--- src/rtl/updown_mod_counter.sv ---
// Up/down modulo counter over 0..limit with wrap or saturate behaviour at the bounds.
// Optional step prescaler compiled in with `define UPDOWN_MOD_COUNTER_PRESCALER_EN.
module updown_mod_counter #(
  parameter int NBITS    = 8,
  parameter int SATURATE = 0,
  parameter int PBITS    = 4
) (
  input  logic             clock,
  input  logic             reset,
  input  logic             clear,
  input  logic             load,
  input  logic             enable,
  input  logic             up,
  input  logic [NBITS-1:0] din,
  input  logic [NBITS-1:0] limit,
`ifdef UPDOWN_MOD_COUNTER_PRESCALER_EN
  input  logic [PBITS-1:0] prescale,
`endif
  output logic [NBITS-1:0] dout,
  output logic             at_limit,
  output logic             at_zero,
  output logic             wrap_pulse
);

  logic             tick;
  logic [NBITS-1:0] next_cnt;
  logic             bound_hit;

`ifdef UPDOWN_MOD_COUNTER_PRESCALER_EN
  logic [PBITS-1:0] pcnt;

  assign tick = enable && (pcnt == prescale);

  // Any event that restarts the count also restarts the step phase.
  always_ff @(posedge clock) begin
    if (reset || clear || load) pcnt <= '0;
    else if (enable)            pcnt <= tick ? '0 : pcnt + 1'b1;
  end
`else
  assign tick = enable;
`endif

  // dout+1 is only taken when dout < limit, so it can never overflow.
  always_comb begin
    next_cnt  = dout;
    bound_hit = 1'b0;
    if (up) begin
      if (dout < limit) begin
        next_cnt = dout + 1'b1;
      end else begin
        bound_hit = 1'b1;
        // Out-of-range counts always fold back to zero, even when saturating.
        if ((dout > limit) || (SATURATE == 0)) next_cnt = '0;
      end
    end else begin
      if (dout != '0) begin
        next_cnt = dout - 1'b1;
      end else begin
        bound_hit = 1'b1;
        if (SATURATE == 0) next_cnt = limit;
      end
    end
  end

  always_ff @(posedge clock) begin
    if (reset || clear) begin
      dout       <= '0;
      wrap_pulse <= 1'b0;
    end else if (load) begin
      dout       <= din;
      wrap_pulse <= 1'b0;
    end else if (tick) begin
      dout       <= next_cnt;
      wrap_pulse <= bound_hit;
    end else begin
      wrap_pulse <= 1'b0;
    end
  end

  assign at_limit = (dout == limit);
  assign at_zero  = (dout == '0);

endmodule
--- config.mk ---
export PLATFORM = sky130hd
export DESIGN_NAME = updown_mod_counter
export DESIGN_NICKNAME = d
export VERILOG_FILES = /design/src/rtl/updown_mod_counter.sv
export SDC_FILE = /design/constraint.sdc
export NUM_CORES = 1
export LEC_CHECK = 0
export ABC_AREA = 1
export ABC_CLOCK_PERIOD_IN_PS = 1460
export BUFFER_PORTS_ARGS = -buffer_cell sky130_fd_sc_hd__buf_2
export CELL_PAD_IN_SITES_DETAIL_PLACEMENT = 2
export CELL_PAD_IN_SITES_GLOBAL_PLACEMENT = 2
export CORE_ASPECT_RATIO = 0.75
export CORE_MARGIN = 3
export CORE_UTILIZATION = 22
export CTS_BUF_LIST = sky130_fd_sc_hd__clkbuf_16
export CTS_CLUSTER_SIZE = 16
export DETAILED_ROUTE_END_ITERATION = 6
export PLACE_DENSITY_LB_ADDON = 0.3
export SLEW_MARGIN = 15
export SYNTH_ARGS = -nofsm -noshare
export SYNTH_HDL_FRONTEND = slang
export SYNTH_SLANG_ARGS = --single-unit
--- constraint.sdc ---
create_clock -name clock -period 1.46 [get_ports clock]
set_input_delay 0.219 -clock clock [delete_from_list [all_inputs] [get_ports clock]]
set_output_delay 0.219 -clock clock [all_outputs]
set_load 0.01 [all_outputs]
; Word-level counts from Yosys, hierarchy flattened
; Index checks and enable logic that the tools add are counted.
; Widths: inputs -> output; s select.
[totals]
register_bits = 9
in_bits = 22
out_inout_bits = 11
word_cells = 20
[classes]
addsub = 2
magnitude_cmp = 1
eq_ne = 1
muxes = 8
n_bitwise = 1
reduce_logical = 5
[op_table]
columns = op, n
row1 = $mux 8, 5
row2 = $add 8x1->8 const B, 1
row3 = $eq 8x8->1, 1
row4 = $logic_not 8->1, 1
row5 = $lt 8x8->1, 1
row6 = $reduce_bool 8->1, 1
row7 = $sub 8x1->8 const B, 1
row8 = $mux 1, 3
row9 = $reduce_or 3->1, 1
row10 = $reduce_bool 2->1, 1
row11 = $logic_or 1x1->1, 1
row12 = $not 1->1, 1

; Logic depth before layout (Yosys ltp)
[logic_depth]
depth_word = 5
depth_mapped = 14
ltp_nobuf = 14

; Least setup slack after synthesis
; No wires, ideal clock.
[synth_timing]
path_kind = register -> register
start = reg dout[6]
end = reg dout[6]
setup_time_ns = 0.058
arrival_time_ns = 1.497
required_ns = 1.402
slack_ns = -0.095
path_stages_with_launch = 13
path_buffers = 0
period_less_slack_ns = 1.555
cell_sequence = dfxtp_1 ha_1 nand2_1 inv_1 nand2_1 nand3_1 nor2_2 nand2_2 inv_1 nand2_1 nand2_1 nand2_1 nand2_1
[synth_between]
elab_chain_len = 5
word_cells_on_any_way = 9
cone_classes = add/sub: 2 / order compare: 1 / mux: 5 / reduce/logical: 1
[synth_rtl]
columns = element, line_no
row1 = from (decl), 19  ; output logic [NBITS-1:0] dout,
row2 = from (signal assigned), 70  ; dout <= din;
row3 = from (signal assigned), 73  ; dout <= next_cnt;
row4 = "$sub 8x1->8, or another cell as far along", 57  ; next_cnt = dout - 1'b1;
row5 = "$mux 8, on equally long branches", "56, 48"
row6 = $mux 8 (*), 47  ; if (up) begin
row7 = $mux 8 (*), 72  ; end else if (tick) begin
row8 = $mux 8 (*), 69  ; end else if (load) begin
; Every way passes the cells marked *; elsewhere a longest branch is shown, timed or not. The select of a mux whose other input is x is not followed.
; A chain may end at the register's enable or synchronous reset.

; Worst setup path after layout
[layout_timing]
start = reg dout[1]
end = reg dout[2]
; Same word-level chain as after synthesis.

==> results.sh <==
export IMPL_die_area_mm2=0.005818
export IMPL_worst_setup_path_start_kind="flop"
export IMPL_critical_path_buf_inv_count=3
export IMPL_power_density_mw_per_mm2=734.2
export IMPL_fin_crit_ns=1.733
export IMPL_utilization=0.4599
export IMPL_wirelength_um=7424
export IMPL_tritoncts="yes"
export IMPL_holdWs_ns=0.2892
export IMPL_crit_path_end_kind="flop"
export IMPL_outcome="complete, but fails checks"
export IMPL_drtIter0Drc=45
export IMPL_clock_sinks=9
export IMPL_cts_buffers=3
export IMPL_grt_pass1_wl_um=10650
export IMPL_drv_slew=0
export IMPL_syn_num_nets=224
export IMPL_seq_area_um2=200.2
export IMPL_min_path_type="in -> reg"
export IMPL_drive_gt1_frac=0.5782
export IMPL_grt_pass1_vias=1818
export IMPL_design_area_mm2=0.002115
export IMPL_path_clk_slew_ns=0.05
export IMPL_routed_via_density=5.018
export IMPL_rsz0062_at_grt="yes"
export IMPL_place_port_buffers=32
export IMPL_required_ns=1.59
export IMPL_track_usage=0.2527
export IMPL_dp_cells=315
export IMPL_crit_path_max_incr_delay_ns=0.37
export IMPL_final_nets=309
export IMPL_dpl_hpwl_um=4245
export IMPL_leakagePower_nw=1.055
export IMPL_detail_route_first_pass_iterations=4
export IMPL_grt_antenna_before_repair=0
export IMPL_max_vdd_ir_drop_uv=325.3
export IMPL_worstPathArrival_ns=1.87
export IMPL_worstMarginPinSlew_ns=0.4773
export IMPL_clock_skew_ns=0.004982
export IMPL_synth_seq_area_share=0.1661
export IMPL_layout_commonest_cell="nand2_1"
export IMPL_netlist_area_mm2=0.001085
export IMPL_num_rows=21
export IMPL_fp_dieW_um=87.09
export IMPL_wire_per_inst_um=22.36
export IMPL_crit_family="simple AND/OR/NAND/NOR gates"
export IMPL_io_pins=33
export IMPL_dpl_cell_area_mm2=0.001589
export IMPL_num_antenna_cells=0
export IMPL_path_class="reg -> reg"
export IMPL_vias=1666
export IMPL_grt_max_degree=11
export IMPL_route_detailed_drc=0
export IMPL_setup_ws_ns=-0.2726
export IMPL_synth_area_per_cell_um2=5.680
export IMPL_slowest_stage="dfxtp_2"
export IMPL_cts_hold_buf=0
export IMPL_ctsRootBufferMaster="clkbuf_16"
export IMPL_hold_viol_final=0
export IMPL_ys_seq_elements=9
export IMPL_die_h_um=66.81
export IMPL_htree_levels=1
export IMPL_crit_path_frequent_cell="nand2_1"
export IMPL_post_route_period_util=1.187
export IMPL_insertion_delay_ns=0.25
export IMPL_synthToLayoutAreaGrowth_pct=94.93
export IMPL_mostFrequentLayoutCells="48 x nand2_1, 45 x buf_4, 31 x buf_2"
export IMPL_globalplace_congestion=0.8485
export IMPL_fmax_ghz=0.5772
export IMPL_core_area_mm2=0.004598
export IMPL_violations="negative setup slack"
export IMPL_setup_violations_final=10
export IMPL_max_slew_margin=0.6807
export IMPL_stdcell_count=332
export IMPL_start_util=0.2359
export IMPL_yosysWarnings=0
export IMPL_ant_nets=0
export IMPL_globalRoute_totalOverflow=0
export IMPL_multiInputGateArea_mm2=0.001080
export IMPL_nFillCells=545
export IMPL_synthCells=191
export IMPL_clockBufferDepth=2
export IMPL_max_cap_violations=0
export IMPL_ys_types=23
export IMPL_critPathMaxFanout=3
export IMPL_path_cells="inv_4 -> ha_2 -> inv_1 -> nor2_4 -> buf_4 -> nor2_1 -> nand2_1 -> o211ai_1 -> o21ai_2 -> nand2_1 -> nand2_1"
## per-layer routing
layer / vias up / share of wire / routed length, um / global-route usage
li1: 781 / - / - / -
met2: 37 / 0.51 / 3764 / 0.4432
met3: 9 / 0.028 / 205 / 0.03214
met4: 0 / 0.015 / 113 / 0.06031
met1: 839 / 0.45 / 3340 / 0.3270
met5: - / 0 / 0 / 0
## report_power, final
group | total [W] | switching, W | internal [W]
Clock | 0.000524 | 0.000161 | 0.000362
Sequential | 0.000275 | 0.0000195 | 0.000255
Combinational | 0.000754 | 0.000415 | 0.000339
## cells in the mapped netlist
master,instances,share of area
nor2_2,2,0.012
inv_2,4,0.014
inv_4,1,0.0058
nand3_1,14,0.065
o21ai_0,16,0.074
inv_1,26,0.090
ha_1,11,0.13
o2111ai_1,1,0.0081
o21ai_1,4,0.018
nand2_2,3,0.017
dfxtp_1,9,0.17
a21oi_2,1,0.0081
nor3_2,1,0.0092
o211ai_1,1,0.0069
nor2_1,19,0.066
xnor2_1,1,0.0081
nand2_1,61,0.21
xor2_1,2,0.016
buf_6,1,0.010
a21oi_1,5,0.023
clkbuf_1,1,0.0035
a22oi_1,4,0.028
nor3_1,3,0.014
## sequential cells by signal (all words and copies together) (netlist names)
register / cells
dout: 8
wrap_pulse: 1
## logic make-up after synthesis
family / synth area share
buffers and inverters: 0.1234
AO/OA/AOI/OAI: 0.1661
flip-flops: 0.1661
XOR/XNOR: 0.02423
adder cells (fa/ha/maj): 0.1269
AND/OR/NAND/NOR: 0.3933
## layout make-up
class | count | share of cell area
clock buffer | 3 | 0.03550
sequential | 9 | 0.09467
tap | 57 | 0.03373
clock inverter | 1 | 0.001775
multi-input combinational | 149 | 0.5107
inverter | 31 | 0.05858
timing repair buffer | 82 | 0.2651
## per-stage QoR
stage          setup slack [ns]   power, W  setup TNS [ns]
2_1_floorplan           0.01219  0.0005162               0
3_3_place_gp            -0.2222  0.0007357          -1.187
3_5_place_dp            -0.2582  0.0007520          -1.978
4_1_cts                 -0.1790   0.001401          -1.296
5_1_grt                 -0.3085   0.001633          -2.611
6_report                -0.2726   0.001553          -1.785
## worst min-delay path: cells and delay by family
family | cells | cell delay [ns]
and+or+nand+nor | 3 | 0.15
buffers and inverters | 1 | 0.07
AOI/OAI and AO/OA | 1 | 0.07
## worst paths after layout
check	start	endpoint	slack (ns)	cells after the start
worst max-delay path	dout[1]	dout[2]	-0.27	11
worst min-delay path	din[6]	dout[6]	0.29	5
worst max register to register	dout[1]	dout[2]	-0.27	11
worst min register to register	dout[0]	dout[0]	0.76	4
## repair_timing
action | CTS | global route
setup buffers | 11 | 2
endpoints found under the hold margin | 0 | 0
endpoints found under the setup margin | 11 | 11
pin swaps | 13 | 15
gates resized for setup | 50 | 36
Note: power is estimated with default switching activity, not from simulation.
